$ cat config.mk
export PLATFORM = sky130hd
export DESIGN_NAME = pe_net_injector
export DESIGN_NICKNAME = d
export VERILOG_FILES = /design/src/rtl/noc_pkg.sv /design/src/rtl/pe_inj_fifo.sv /design/src/rtl/pe_net_injector.sv
export SDC_FILE = /design/constraint.sdc
export NUM_CORES = 1
export LEC_CHECK = 0
export BUFFER_PORTS_ARGS = -buffer_cell sky130_fd_sc_hd__clkbuf_2
export CORE_AREA = 2 2 83 85
export DETAILED_ROUTE_END_ITERATION = 10
export DIE_AREA = 0 0 85 87
export PLACE_DENSITY = 0.75
export SKIP_CTS_REPAIR_TIMING = 1
export SLEW_MARGIN = 0
export SYNTH_ARGS = -nofsm -noshare
export SYNTH_HDL_FRONTEND = slang
export SYNTH_SLANG_ARGS = --single-unit
export TNS_END_PERCENT = 5
$ cat constraint.sdc
create_clock -name clock -period 6.8 [get_ports clock]
set_clock_uncertainty 0.15 [all_clocks]
set_input_delay 2.04 -clock clock [delete_from_list [all_inputs] [get_ports clock]]
set_output_delay 2.04 -clock clock [all_outputs]
set_load 0.005 [all_outputs]
$ cat src/rtl/noc_pkg.sv
// Shared definitions for the PE network injector: FSM states and the
// layout of the header flit ({zero-pad, len, row, col}, col in the LSBs).
package noc_pkg;

    typedef enum logic [1:0] {
        ST_IDLE = 2'd0,
        ST_HEAD = 2'd1,
        ST_BODY = 2'd2
    } inj_state_e;

    // Payload length field and packet counter widths.
    localparam int LEN_WIDTH   = 4;
    localparam int CNT_WIDTH   = 16;

    // Column always sits at bit 0 of the header.
    localparam int HDR_COL_OFS = 0;

    // Row follows the column field.
    function automatic int hdr_row_ofs(input int addr_width);
        return addr_width;
    endfunction

    // Length follows the row field.
    function automatic int hdr_len_ofs(input int addr_width);
        return 2 * addr_width;
    endfunction

    // Number of meaningful header bits; the flit width must cover this.
    function automatic int hdr_width(input int addr_width);
        return 2 * addr_width + LEN_WIDTH;
    endfunction

endpackage

$ cat src/rtl/pe_inj_fifo.sv
// Payload FIFO for the injector. Show-ahead: pop_data is the current head
// whenever empty is low. Pointers carry one extra wrap bit so full and empty
// are told apart; FifoDepth must be a power of two.
module pe_inj_fifo #(
    parameter int DataWidth = 8,
    parameter int FifoDepth = 4
) (
    input  logic                 clock,
    input  logic                 reset,
    input  logic                 push,
    input  logic [DataWidth-1:0] push_data,
    input  logic                 pop,
    output logic [DataWidth-1:0] pop_data,
    output logic                 full,
    output logic                 empty
);

    localparam int PtrWidth = (FifoDepth > 1) ? $clog2(FifoDepth) : 1;

    logic [PtrWidth:0]    wr_ptr_q;
    logic [PtrWidth:0]    wr_ptr_d;
    logic [PtrWidth:0]    rd_ptr_q;
    logic [PtrWidth:0]    rd_ptr_d;
    logic                 do_push;
    logic                 do_pop;
    logic [DataWidth-1:0] mem_q [FifoDepth];

    // Status flags, guarded push/pop and next pointer values.
    always_comb begin
        empty    = (wr_ptr_q == rd_ptr_q);
        full     = (wr_ptr_q[PtrWidth] != rd_ptr_q[PtrWidth]) &&
                   (wr_ptr_q[PtrWidth-1:0] == rd_ptr_q[PtrWidth-1:0]);
        do_push  = push && !full;
        do_pop   = pop && !empty;
        wr_ptr_d = wr_ptr_q + {{PtrWidth{1'b0}}, do_push};
        rd_ptr_d = rd_ptr_q + {{PtrWidth{1'b0}}, do_pop};
        pop_data = mem_q[rd_ptr_q[PtrWidth-1:0]];
    end

    // Pointer registers; reset empties the FIFO.
    always_ff @(posedge clock or negedge reset) begin
        if (!reset) begin
            wr_ptr_q <= '0;
            rd_ptr_q <= '0;
        end else begin
            wr_ptr_q <= wr_ptr_d;
            rd_ptr_q <= rd_ptr_d;
        end
    end

    // Storage; contents are only meaningful between the pointers, so no reset.
    always_ff @(posedge clock) begin
        if (do_push) begin
            mem_q[wr_ptr_q[PtrWidth-1:0]] <= push_data;
        end
    end

endmodule

$ cat src/rtl/pe_net_injector.sv
// Packet injector from a processing element into the NoC. A command
// (row/col/len/vc) produces one header flit followed by len payload flits
// taken from the payload FIFO, which the core may fill at any time.
module pe_net_injector
    import noc_pkg::*;
#(
    parameter int DataWidth = 8,
    parameter int AddrWidth = 2,
    parameter int ViChAddr  = 1,
    parameter int FifoDepth = 4
) (
    input  logic                 clock,
    input  logic                 reset,
    input  logic                 msg_valid,
    output logic                 msg_ready,
    input  logic [AddrWidth-1:0] msg_row,
    input  logic [AddrWidth-1:0] msg_col,
    input  logic [3:0]           msg_len,
    input  logic [ViChAddr-1:0]  msg_vc,
    input  logic                 word_valid,
    output logic                 word_ready,
    input  logic [DataWidth-1:0] word_data,
    output logic [DataWidth-1:0] OutpData,
    output logic                 OutpEn,
    input  logic                 OutpReady,
    output logic [ViChAddr-1:0]  OutpSel,
    output logic                 busy,
    output logic [15:0]          pkt_count
);

    localparam int RowOfs = hdr_row_ofs(AddrWidth);
    localparam int LenOfs = hdr_len_ofs(AddrWidth);

    inj_state_e               state_q;
    inj_state_e               state_d;
    logic [AddrWidth-1:0]     row_q;
    logic [AddrWidth-1:0]     row_d;
    logic [AddrWidth-1:0]     col_q;
    logic [AddrWidth-1:0]     col_d;
    logic [LEN_WIDTH-1:0]     len_q;      // header length in HEAD, words left in BODY
    logic [LEN_WIDTH-1:0]     len_d;
    logic [ViChAddr-1:0]      vc_q;
    logic [ViChAddr-1:0]      vc_d;
    logic [CNT_WIDTH-1:0]     pkt_count_q;
    logic [CNT_WIDTH-1:0]     pkt_count_d;
    logic                     live_q;     // low in reset and until the first edge after it
    logic                     live_d;

    logic                     fifo_full;
    logic                     fifo_empty;
    logic                     fifo_push;
    logic                     fifo_pop;
    logic [DataWidth-1:0]     fifo_head;
    logic [DataWidth-1:0]     header;
    logic                     xfer;
    logic                     accept;

    pe_inj_fifo #(
        .DataWidth (DataWidth),
        .FifoDepth (FifoDepth)
    ) u_fifo (
        .clock     (clock),
        .reset     (reset),
        .push      (fifo_push),
        .push_data (word_data),
        .pop       (fifo_pop),
        .pop_data  (fifo_head),
        .full      (fifo_full),
        .empty     (fifo_empty)
    );

    // Handshakes and NoC-side outputs decoded from the current state.
    always_comb begin
        msg_ready  = live_q && (state_q == ST_IDLE);
        word_ready = live_q && !fifo_full;
        accept     = msg_valid && msg_ready;
        fifo_push  = word_valid && word_ready;

        header = '0;
        header[HDR_COL_OFS +: AddrWidth] = col_q;
        header[RowOfs +: AddrWidth]      = row_q;
        header[LenOfs +: LEN_WIDTH]      = len_q;

        OutpEn   = 1'b0;
        OutpData = '0;
        case (state_q)
            ST_HEAD: begin
                OutpEn   = 1'b1;
                OutpData = header;
            end
            ST_BODY: begin
                OutpEn   = !fifo_empty;
                OutpData = fifo_empty ? '0 : fifo_head;
            end
            default: begin
                OutpEn   = 1'b0;
                OutpData = '0;
            end
        endcase

        OutpSel   = (state_q == ST_IDLE) ? '0 : vc_q;
        busy      = (state_q != ST_IDLE);
        pkt_count = pkt_count_q;
        xfer      = OutpEn && OutpReady;
        fifo_pop  = (state_q == ST_BODY) && xfer;
    end

    // Next-state: latch the command, walk header then body, count finished packets.
    always_comb begin
        state_d     = state_q;
        row_d       = row_q;
        col_d       = col_q;
        len_d       = len_q;
        vc_d        = vc_q;
        pkt_count_d = pkt_count_q;
        live_d      = 1'b1;
        case (state_q)
            ST_IDLE: begin
                if (accept) begin
                    row_d   = msg_row;
                    col_d   = msg_col;
                    len_d   = msg_len;
                    vc_d    = msg_vc;
                    state_d = ST_HEAD;
                end
            end
            ST_HEAD: begin
                if (xfer) begin
                    if (len_q != '0) begin
                        state_d = ST_BODY;
                    end else begin
                        state_d     = ST_IDLE;
                        pkt_count_d = pkt_count_q + 16'd1;
                    end
                end
            end
            ST_BODY: begin
                if (xfer) begin
                    len_d = len_q - 4'd1;
                    if (len_q == 4'd1) begin
                        state_d     = ST_IDLE;
                        pkt_count_d = pkt_count_q + 16'd1;
                    end
                end
            end
            default: begin
                state_d = ST_IDLE;
            end
        endcase
    end

    // State and latched command fields; reset aborts any packet in flight.
    always_ff @(posedge clock or negedge reset) begin
        if (!reset) begin
            state_q     <= ST_IDLE;
            row_q       <= '0;
            col_q       <= '0;
            len_q       <= '0;
            vc_q        <= '0;
            pkt_count_q <= '0;
            live_q      <= 1'b0;
        end else begin
            state_q     <= state_d;
            row_q       <= row_d;
            col_q       <= col_d;
            len_q       <= len_d;
            vc_q        <= vc_d;
            pkt_count_q <= pkt_count_d;
            live_q      <= live_d;
        end
    end

endmodule

### After elaboration in Yosys (flattened, before gate mapping)

Memories as Yosys holds them, arrays and structs flattened.
Index checks and enable logic that the tools add are counted.

* flip-flop bits (word level): 34
* bits in writable memories: 32
* memories kept: 1

Memory list
* u_fifo.mem_q: depth 4, width 8, read ports 1, clocked after Yosys merged registers in 0, write ports 1, line pe_inj_fifo.sv:26 `logic [DataWidth-1:0] mem_q [FifoDepth];`

* add/subtract/negate cells: 4
* equal/unequal tests: 11
* multiplexer cells: 20
* reduce and logical (&&, ||, !) cells: 20

Operator list (number)
* two-way mux 16 bit: 4
* one-hot mux 16 bit (2 select lines): 1
* adder 16 x 1 -> 16 bit, second input constant: 1
* one-hot mux 8 bit (2 select lines): 1
* two-way mux 2 bit: 5
* logical AND 1 bit: 9
* two-way mux 4 bit: 2
* two-way mux 8 bit: 1
* inequality test 2 bit, second input constant: 4
* one-hot mux 4 bit (2 select lines): 1
* adder 3 x 1 -> 3 bit: 2
* one-hot mux 2 bit (3 select lines): 1
* nonzero test 2 bit: 3
* AND reduction 5 bit: 1
* equality test 4 x 1 -> 1 bit, second input constant: 1
* AND reduction 4 bit: 1
* nonzero test 4 bit: 1
* subtractor 4 x 1 -> 4 bit, second input constant: 1
* equality test 3 bit: 1
* two-way mux 1 bit: 3
* AND reduction 3 bit: 1
* equality test 2 x 1 -> 1 bit, second input constant: 1
* equality test 2 bit: 1
* equality test 2 bit, second input constant: 1
* other kinds (6): 7

### Logic depth before layout (Yosys ltp)

* depth after elaboration: 8
* mapped depth: 9

### By module

A second synthesis with hierarchy kept.

* cells, all modules: 239
* area, all modules: 3316.9 µm²

By module, submodules not included
* pe_net_injector: times used 1, cells an instance 166, area each 1778.0 µm², seq. area each 700.7 µm²
* pe_inj_fifo: times used 1, cells an instance 73, area each 1539.0 µm², seq. area each 1111.1 µm²

### Worst setup path before layout

No wires, ideal clock.

* path type: register -> output
* start point: register u_fifo.rd_ptr_q[1]
* end point: output port OutpData[1]
* arrival: 1.534 ns
* required time: 4.610 ns
* slack: 3.076 ns
* cell stages (with the launch flop): 7
* cell sequence: dfrtp_1 -> buf_4 -> xor2_2 -> or2_2 -> o21ai_1 -> nand2b_1 -> a21boi_0

* cells in the longest elaborated chain, start to end: 3
* elaborated cells on any way between the ends: 4
* those cells by class: eq/ne (1); mux (2); memory (1)

RTL lines
* start: declaration: line pe_inj_fifo.sv:22 `logic [PtrWidth:0] rd_ptr_q;`
* start signal: assignment: line pe_inj_fifo.sv:47 `rd_ptr_q <= rd_ptr_d;`
* memory (4 x 8 bit) / equality test 3 bit (equally long branches)
* two-way mux 8 bit (*): line pe_net_injector.sv:93 `OutpData = fifo_empty ? '0 : fifo_head;`
* one-hot mux 8 bit (2 select lines) (*): line pe_net_injector.sv:86 `case (state_q)`
* end: declaration: line pe_net_injector.sv:23 `output logic [DataWidth-1:0] OutpData,`

Every way passes the cells marked *; elsewhere a longest branch is shown, timed or not.

### Worst setup path in the final report

* start point: register u_fifo.rd_ptr_q[0]
* end point: output port OutpData[5]

Same word-level chain as after synthesis.

==> metrics.md <==
| Metric | Value |
|---|---|
| Cells on worst reg2reg path | `7` |
| Critical Path Source | `u_fifo.rd_ptr_q[0]$_DFF_PN0_` |
| Die area | `7395 sq um` |
| Setup crit end kind | `output pin` |
| Remaining global-route overflow | `0` |
| Final net count | `320` |
| Chip width | `~85 microns` |
| Share of cells above drive strength 1 | `between 20 and 30%` |
| Worst-Skew Late Latency | `0.34 ns` |
| Final core occ | `between 50% and 60%` |
| Critical Path RT | `approximately 4.6 ns` |
| Leakage | `between 1 and 1.5 nW` |
| Yosys top cell by area | `edfxtp_1` |
| Final Hold Viols | `0` |
| Final setup vio count | `0` |
| Core area | `6569 sq um` |
| Clock sink count | `66` |
| Setup crit end | `OutpData[5]` |
| RSZ-0062 raised after global routing | `false` |
| Crit Path Category | `flip-flop to output pin` |
| First-pass GRT wire length | `~9100 microns` |
| Setup TNS | `0 ns` |
| Number of flops mapped to enable cells by yosys | `32` |
| Top cell type's share of synthesized area | `a little under a third` |
| Post-synthesis register bit count | `between 60 and 70` |
| Initial core utilization | `a little under half` |
| Pwr Density | `just over 400 nW/um^2` |
| CTS Buffer Depth | `2` |
| CP Max Fanout | `10` |
| Fmax achieved | `about 0.22 GHz` |
| Port buffer count | `50` |
| Hold wc startpoint | `pkt_count[15]$_DFFE_PN0P_` |
| Worst r2r src | `state_q[0]$_DFFE_PN0P_` |
| Area grow syn2layout | `15.90%` |
| Via density | `between 5 and 6` |
| Fin crit period | `4.523 ns` |
| Internal reg-to-reg setup slack | `4.10 ns` |
| Top sig layer | `met4` |
| Worst R2R End | `pkt_count[1]$_DFFE_PN0P_` |
| Final WL | `between 5000 and 6000 microns` |
| Ant. Diodes | `0` |
| DRT iter0 DRCs | `94` |
| Fill count | `between 500 and 600` |
| H-Tree Depth | `3` |
| Vias in the first global route | `1,869` |
| Worst Hold Class | `flip-flop to flip-flop` |
| DRT met1 WL | `roughly 2400 microns` |
| Initial antenna violation count | `0` |
| Worst-margin pin slew | `0.8409 ns` |
| Drt drc | `0` |
| Seq/Total Area, Yosys | `between 50 and 60%` |
| Largest net degree at the start of global routing | `35` |
| Startpoint class of the critical path | `flip-flop` |
| Synth cell types | `43` |
| Cts bufs inserted | `9` |
| Pre-CTS setup slack | `about 2.7 ns` |
| Mapped Area | `~3100 sq um` |
| Final Cycle Share | `66.52%` |
| Status | `complete, no violations` |
| Mapped Nets | `265` |
| Mapped Cells | `approximately 230` |
| Synth async-reset ratio | `~52%` |
| WL met2 | `approximately 2800 microns` |
| Avg Inst Size Synth | `13.51 sq um` |
| Cell Rows | `30` |
| Max-slew violations | `0` |
| Top_reg_cell synth | `dfrtp_1` |
| Root Buffer | `clkbuf_8` |
| Synth area leaders | `edfxtp_1 (31%), dfrtp_1 (27%), mux4_1 (5.0%), xor2_1 (4.7%), ha_1 (4.0%)` |
| Max-slew headroom | `between 40 and 50%` |
| Routed len/inst | `roughly 15 microns` |
| Worst EP arrival | `2.33 ns` |
| Post-route ant nets | `0` |
| Max Cap Viol | `0` |
| Wire length on met3 | `between 200 and 250 microns` |
| Drt pass-1 iters | `4` |
| Die height | `87 microns` |
| DR vias | `between 1,500 and 2,000` |
| Worst vdd ir | `0.2341 mV` |
| Total track usage | `roughly 16%` |
| Top-Level Pins | `51` |
| Hold slack final | `between 0.3 and 0.4 ns` |
| Clock transition at path regs | `around 0.070 ns` |
| CTS tree | `yes` |
| Routability cong. | `around 0.77` |
| Final worst setup slack | `approximately 2.3 ns` |
| Yosys warnings | `0` |
| Dpl hpwl | `just over 4000 microns` |
## cell families (layout without fill, tap and decap cells)
logic type / count (synthesis) / in the layout / share of synthesized area, %
AND/OR/NAND/NOR: 76 / 76 / 13.67
buffers and inverters: 16 / 76 / 2.742
XOR/XNOR: 21 / 21 / 6.320
other: 1 / 1 / 0.1191
flip-flops: 66 / 66 / 57.55
adder cells (fa/ha/maj): 10 / 10 / 3.975
multiplexers: 17 / 17 / 9.539
AO/OA/AOI/OAI: 26 / 26 / 6.081
## stage by stage
stage                     total power, mW  cells  instance area [sq um]
final                               1.506    373                   3649
after CTS                           1.521    373                   3649
after floorplan                     1.049    233                   3148
after global routing                1.611    373                   3649
after global placement              1.177    357                   3453
after detailed placement            1.198    357                   3453
## layout make-up
cell class | instances | area [sq um] | area share (%)
clock buffers | 10 | 127.6 | 3.498
clock inverters | 6 | 67.56 | 1.852
inverters | 9 | 33.78 | 0.9259
multi-input cells | 151 | 1250 | 34.26
flip-flops and latches | 66 | 1812 | 49.66
well taps | 80 | 100.1 | 2.743
repair buffers | 51 | 257.7 | 7.064
## how the worst min path moves through the flow
stage / to / slack, ns / cells past startpoint
floorplan: pkt_count[15]$_DFFE_PN0P_ / 0.31 / 1
global placement: pkt_count[15]$_DFFE_PN0P_ / 0.30 / 1
detailed placement: pkt_count[15]$_DFFE_PN0P_ / 0.31 / 1
CTS: pkt_count[15]$_DFFE_PN0P_ / 0.32 / 1
global route: pkt_count[15]$_DFFE_PN0P_ / 0.34 / 1
finish: pkt_count[15]$_DFFE_PN0P_ / 0.32 / 1
## critical path: stages (launching register included)
cell and delay (ns):
dfrtp_1 0.66, xor2_2 0.17, or2_2 0.32, o21ai_1 0.43, nand2b_1 0.17, a21boi_0 0.11, clkbuf_2 0.14
## sequential cells by signal (all words and copies together) (netlist names)
signal and flops:
live_q 1, pkt_count 16, u_fifo.rd_ptr_q 3, u_fifo.wr_ptr_q 3, col_q 2, vc_q 1
u_fifo.mem_q 32, state_q 2, row_q 2, len_q 4
## cells in the final DEF, fill, tap and decap left out, types with 3 or more instances in the layout
| cell | synthesis | routed |
|---|---|---|
| clkbuf_2 | 0 | 50 |
| dfrtp_1 | 34 | 34 |
| edfxtp_1 | 32 | 32 |
| nand2_1 | 20 | 20 |
| xor2_1 | 17 | 17 |
| nor2_1 | 10 | 10 |
| a21boi_0 | 10 | 10 |
| ha_1 | 10 | 10 |
| inv_1 | 9 | 9 |
| nand2b_1 | 9 | 9 |
| clkbuf_8 | 0 | 9 |
| mux4_1 | 6 | 6 |
| nor4_1 | 6 | 6 |
| nor3_2 | 6 | 6 |
| mux2_2 | 6 | 6 |
| nand3_1 | 4 | 4 |
| nand4_1 | 4 | 4 |
| nor3_1 | 4 | 4 |
| and3_1 | 3 | 3 |
| a21o_1 | 3 | 3 |
| mux2i_1 | 3 | 3 |
| clkinv_4 | 0 | 3 |
## layer usage
metal / track usage [%] / vias up
li1: - / 959
met1: 20.75 / 975
met2: 25.64 / 42
met3: 5.118 / 11
met4: 7.792 / 0
met5: 0 / -
## Yosys cell counts, drive strengths merged (3+ instances only)
library cell	count
dfrtp	34
edfxtp	32
nand2	20
xor2	19
a21boi	10
ha	10
nor2	10
nor3	10
inv	9
nand2b	9
mux4	8
mux2	6
nor4	6
nand4	5
buf	4
nand3	4
a21o	3
and3	3
clkbuf	3
mux2i	3
## power by group
group / internal, mW / switching [mW] / total (mW) / leakage (nW)
logic: 0.252 / 0.281 / 0.533 / 0.728
clock network: 0.170 / 0.150 / 0.320 / 0.0941
registers: 0.531 / 0.122 / 0.653 / 0.667
total: 0.952 / 0.554 / 1.51 / 1.49
Power figures use the tool's default switching activity.
